==> src/rtl/pa_mean_ctrl.sv <==
// Frame-mean sequencer: sums a framed sample stream, launches sum/count on the
// shared divider and reports the quotient (or a timeout) as the frame mean.
module pa_mean_ctrl #(
    parameter int SIZE_DATA   = 32,
    parameter int SIZE_CNT    = 16,
    parameter int TIMEOUT_CYC = 64
) (
    input  logic                 i_clk,
    input  logic                 i_rst_n,
    input  logic                 i_clear,
    input  logic                 i_valid,
    input  logic [SIZE_DATA-1:0] i_data,
    input  logic                 i_last,
    output logic                 o_ready,
    output logic                 o_div_start,
    output logic [SIZE_DATA-1:0] o_div_dividend,
    output logic [SIZE_DATA-1:0] o_div_divisor,
    input  logic [SIZE_DATA-1:0] i_div_quotient,
    input  logic                 i_div_done,
    output logic [SIZE_DATA-1:0] o_mean,
    output logic                 o_mean_valid,
    output logic                 o_err_ovf,
    output logic                 o_err_to,
    output logic                 o_busy,
    output logic [1:0]           o_dbg_state
);

    typedef enum logic [1:0] {
        ST_ACC   = 2'd0,
        ST_START = 2'd1,
        ST_WAIT  = 2'd2
    } state_t;

    localparam int TO_W = (TIMEOUT_CYC > 2) ? $clog2(TIMEOUT_CYC) : 1;
    localparam logic [TO_W-1:0] TO_LAST = TO_W'(TIMEOUT_CYC - 1);
    // Counter value whose accept brings cnt to its all-ones limit.
    localparam logic [SIZE_CNT-1:0] CNT_CLOSE = {{(SIZE_CNT-1){1'b1}}, 1'b0};

    state_t               state;
    state_t               state_nxt;
    logic [SIZE_DATA-1:0] sum;
    logic [SIZE_CNT-1:0]  cnt;
    logic                 ovf_frame;
    logic [TO_W-1:0]      to_cnt;
    logic [SIZE_DATA:0]   sum_ext;
    logic                 accept;
    logic                 closing;
    logic                 leave_wait;

    // Handshake: a sample transfers on a rising edge where i_valid and o_ready
    // are both high; o_ready is only high in ACC and never while i_clear is set.
    always_comb begin
        state_nxt   = state;
        o_ready     = 1'b0;
        o_div_start = 1'b0;
        accept      = 1'b0;
        closing     = 1'b0;
        leave_wait  = 1'b0;
        sum_ext     = {1'b0, sum} + {1'b0, i_data};
        case (state)
            ST_ACC: begin
                o_ready = ~i_clear;
                accept  = i_valid & ~i_clear;
                closing = accept & (i_last | (cnt == CNT_CLOSE));
                if (closing) begin
                    state_nxt = ST_START;
                end
            end
            ST_START: begin
                o_div_start = ~i_clear;
                state_nxt   = ST_WAIT;
            end
            ST_WAIT: begin
                leave_wait = i_div_done | (to_cnt == TO_LAST);
                if (leave_wait) begin
                    state_nxt = ST_ACC;
                end
            end
            default: state_nxt = ST_ACC;
        endcase
        if (i_clear) begin
            state_nxt = ST_ACC;
        end
    end

    always_ff @(posedge i_clk or negedge i_rst_n) begin
        if (!i_rst_n) begin
            state <= ST_ACC;
        end else begin
            state <= state_nxt;
        end
    end

    // Frame accumulation; everything is wiped on the way back into ACC.
    always_ff @(posedge i_clk or negedge i_rst_n) begin
        if (!i_rst_n) begin
            sum       <= '0;
            cnt       <= '0;
            ovf_frame <= 1'b0;
            to_cnt    <= '0;
        end else if (i_clear || (state != ST_ACC && state_nxt == ST_ACC)) begin
            sum       <= '0;
            cnt       <= '0;
            ovf_frame <= 1'b0;
            to_cnt    <= '0;
        end else if (accept) begin
            sum       <= sum_ext[SIZE_DATA-1:0];
            cnt       <= cnt + SIZE_CNT'(1);
            ovf_frame <= ovf_frame | sum_ext[SIZE_DATA];
        end else if (state == ST_WAIT) begin
            to_cnt    <= to_cnt + TO_W'(1);
        end
    end

    // Result reporting: done wins over timeout; an abort reports nothing.
    always_ff @(posedge i_clk or negedge i_rst_n) begin
        if (!i_rst_n) begin
            o_mean       <= '0;
            o_mean_valid <= 1'b0;
            o_err_ovf    <= 1'b0;
            o_err_to     <= 1'b0;
        end else begin
            o_mean_valid <= 1'b0;
            if (state == ST_WAIT && !i_clear) begin
                if (i_div_done) begin
                    o_mean       <= i_div_quotient;
                    o_err_ovf    <= ovf_frame;
                    o_err_to     <= 1'b0;
                    o_mean_valid <= 1'b1;
                end else if (to_cnt == TO_LAST) begin
                    o_err_ovf    <= ovf_frame;
                    o_err_to     <= 1'b1;
                    o_mean_valid <= 1'b1;
                end
            end
        end
    end

    assign o_div_dividend = sum;
    assign o_div_divisor  = SIZE_DATA'(cnt);
    assign o_busy         = (state != ST_ACC);
    assign o_dbg_state    = state;

endmodule
==> config.mk <==
export PLATFORM = sky130hd
export DESIGN_NAME = pa_mean_ctrl
export DESIGN_NICKNAME = d
export VERILOG_FILES = /design/src/rtl/pa_mean_ctrl.sv
export SDC_FILE = /design/constraint.sdc
export NUM_CORES = 1
export LEC_CHECK = 0
export ABC_AREA = 1
export ABC_CLOCK_PERIOD_IN_PS = 2270
export CAP_MARGIN = 30
export CELL_PAD_IN_SITES_DETAIL_PLACEMENT = 0
export CELL_PAD_IN_SITES_GLOBAL_PLACEMENT = 2
export CORE_MARGIN = 2
export CORE_UTILIZATION = 26
export CTS_CLUSTER_SIZE = 12
export DETAILED_ROUTE_END_ITERATION = 7
export PLACE_DENSITY = 0.93
export RECOVER_POWER = 100
export SYNTH_ARGS = -nofsm -noshare
export SYNTH_HDL_FRONTEND = slang
export SYNTH_SLANG_ARGS = --single-unit
==> constraint.sdc <==
create_clock -name i_clk -period 2.27 [get_ports i_clk]
set_clock_uncertainty 0.1 [all_clocks]
set_input_delay 0.681 -clock i_clk [delete_from_list [all_inputs] [get_ports i_clk]]
set_output_delay 0.681 -clock i_clk [all_outputs]
set_load 0.005 [all_outputs]
==> results of run 1 <==
==> cells in the mapped netlist, types with 2 or more instances <==
cell | n | area [sq um]
nand2_1 | 409 | 1540
inv_1 | 148 | 556
dfrtp_1 | 92 | 2300
nor2_1 | 63 | 236
nand3_1 | 43 | 215
a21oi_1 | 39 | 195
ha_1 | 35 | 438
o21ai_0 | 28 | 140
nand2_2 | 23 | 144
buf_4 | 16 | 120
nor3_1 | 13 | 65.1
nand4_1 | 9 | 56.3
buf_2 | 7 | 35.0
xor2_1 | 7 | 61.3
clkbuf_1 | 6 | 22.5
o31ai_1 | 6 | 45.0
inv_2 | 4 | 15.0
xnor2_1 | 4 | 35.0
buf_6 | 3 | 33.8
nand3b_1 | 3 | 22.5
and2_1 | 2 | 12.5
o21bai_1 | 2 | 15.0
==> power breakdown <==
part	switching, uW	internal [uW]
combinational	1360	1400
sequential	218	1900
clock	796	775
total	2370	4070
==> worst max-delay path: cells and delay by family (launching register included) <==
kind	cells	cell delay, ns
buffers and inverters	2	0.67
DFF	1	0.43
==> metal layers <==
metal	global-route usage, %	vias up
li1	-	3461
met1	21.3	2986
met2	26.7	149
met3	3.65	14
met4	3.04	0
met5	0	-
==> worst max-delay path by stage <==
stage	slack, ns	start	endpoint
2_1_floorplan	0.07	i_data[0]	o_div_dividend[28]
6_report	0.04	o_div_dividend[20]	o_div_dividend[20]
3_5_place_dp	-0.57	i_data[0]	o_div_dividend[28]
5_1_grt	-0.03	i_data[12]	o_div_dividend[29]
3_3_place_gp	-0.55	i_data[0]	o_div_dividend[28]
4_1_cts	-0.08	i_clear	o_div_start
==> state kept, by name, indices dropped and copies added (netlist names) <==
signal,flops
cnt,16
o_mean,32
o_div_dividend,32
o_err_ovf,1
o_dbg_state,2
o_err_to,1
o_mean_valid,1
to_cnt,6
ovf_frame,1
==> repair_timing <==
item                                    4_1_cts  5_1_grt
gates resized for setup                      49      115
hold buffers                                  0        0
buffers inserted                              6        1
endpoints found under the setup margin       26       30
pin swaps                                    10       35
==> metrics by stage <==
step | worst slack, ns | setup TNS [ns] | utilization, % | power [uW] | hold WS, ns
floorplan | 0.0691 | 0 | - | 3260 | 0.285
global placement | -0.546 | -14.48 | 36.9 | 4630 | 0.361
detailed placement | -0.568 | -16.91 | 36.9 | 4630 | 0.364
CTS | -0.0810 | -0.0810 | 39.1 | 6370 | 0.300
global route | -0.0318 | -0.112 | 40.9 | 6940 | 0.402
finish | 0.0439 | 0 | 40.9 | 6440 | 0.377
==> kinds of logic after synthesis <==
logic type      share of synthesized area [%]
fa+ha+maj                                7.11
flops                                    35.7
other cells                            0.0582
xor+xnor                                 1.50
buf+inv                                  12.1
mux                                     0.175
simple gates                             36.4
compound gates                           6.89
==> cell type report <==
cell class                 instances  area (sq um)
fill                            2509         14400
inverter                         152           571
clock inverter                     7          66.3
sequential                        92          2300
clock buffer                       9           225
timing repair buffer             255          2330
multi-input combinational        716          4040
tap                              324           405
==> flow_summary.toml, run 1 <==
[logic_synthesis]
synth-seq-cells = 92
netlist_area_sq_um = 6440
avgSynthCellArea_sq_um = 6.59
synth.distinct_cells = 37
synth_edf_count = 0
synth.yosys.warnings = 0
ys_seq_area_share_pct = 35.7
syn-instance-count = 977
synth-async-reset-ratio_pct = 100
ys.flop_type = "dfrtp_1"

[setup_path]
rr_startpoint = "to_cnt[1]"
slowest_delay_ns = 0.50
critPathMaxFanout = 2
worstPathArrival_ns = 1.45
crit_path_cell_trace = "buf_4, clkdlybuf4s50_1"
critPathLaunchType = "flop"
crit_path_top_delay_cell = "clkdlybuf4s50_1"
crit_required_ns = 1.49
r2r_slack_ns = 0.27
reg2regPathDepth = 10
crit_path_end_kind = "primary output"
r2r-end = "cnt[2]"
path_class = "flop to primary output"

[finish]
n_antenna_cell = 0
nets = 1332
final_common_cell = "nand2_1"
fin_cells = 1555
finish.instance_area_sq_um = 9940
drive_gt1_share_pct = 20.9
areaGrowthSynthToFinish_pct = 54.3
final_cell_mix = "nand2_1, inv_1, dfrtp_1"

[timing]
finalCritPeriodShare_pct = 98.1
fin_crit_ns = 2.23
relSlewSlack_pct = 4.13
setup_viol = 0
tightest_slew_ns = 1.44
rsz0062_at_grt = "true"
max_freq_mhz = 449
report.final.slew_viol_count = 0
final_hold_viol_count = 0

[power_and_ir_drop]
p_per_area_nw_per_um2 = 648
peakVddDrop_v = 0.000389
p_leak_uw = 0.00535

[routing]
antenna_left = 0
wl_per_cell_microns = 13.4
wl_met1_microns = 9640
wl_met2_microns = 9870
dr.first_iter.drc_count = 314
firstDrtPassIters = 4
via_per_inst = 4.25
wl_met3_microns = 1140
routed_wl_microns = 20800
num_vias = 6610
drc_errors = 0
routed.top_layer = "met4"

[placement]
placed_cell_area_sq_um = 8970
place_inst = 1532
globalplace.congestion = 0.818
hpwl_microns = 15700
port_buffers = 157

[global_routing]
grt_pass1_vias = 6543
grt_max_degree = 93
grt_overflow_total = 0
grt_pass1_wl_microns = 33300
antenna_found_initial = 0
grt_use_total_pct = 16.0

[run]
maxCapViolCount = 0

[floorplanning]
num_io_pins = 174
fp.dieH_microns = 161
initial_core_util_pct = 26.5
rows = 57
fp.dieArea_sq_um = 26100
coreArea_sq_um = 24300
fp.dieW_microns = 161

[cts]
clock-root-buffer = "clkbuf_16"
ctsHtreeMaxLevel = 3
clock_latency_ns = 0.36
clock_sinks = 92
clkSlewWorstSetupHoldPaths_ns = 0.08
cts_buffers = 9
cts_tree = "done"
clockBufferDepth = 2

[hold_path]
hold_path_end = "o_mean[20]"
hold_path.class = "flop to flop"
hold_start = "o_mean[20]"
whs_path_depth = 2

[outcome]
status = "completed"
No activity file was read; power rests on OpenSTA's default activity.
==> inputs of run 2 (changes only) <==
--- a/config.mk
+++ b/config.mk
@@ -7,7 +7,6 @@
 export LEC_CHECK = 0
 export ABC_AREA = 1
 export ABC_CLOCK_PERIOD_IN_PS = 2270
-export CAP_MARGIN = 30
 export CELL_PAD_IN_SITES_DETAIL_PLACEMENT = 0
 export CELL_PAD_IN_SITES_GLOBAL_PLACEMENT = 2
 export CORE_MARGIN = 2
==> results of run 2 <==
Same layout as run 1: the final DEF is identical, and so are final timing and power.
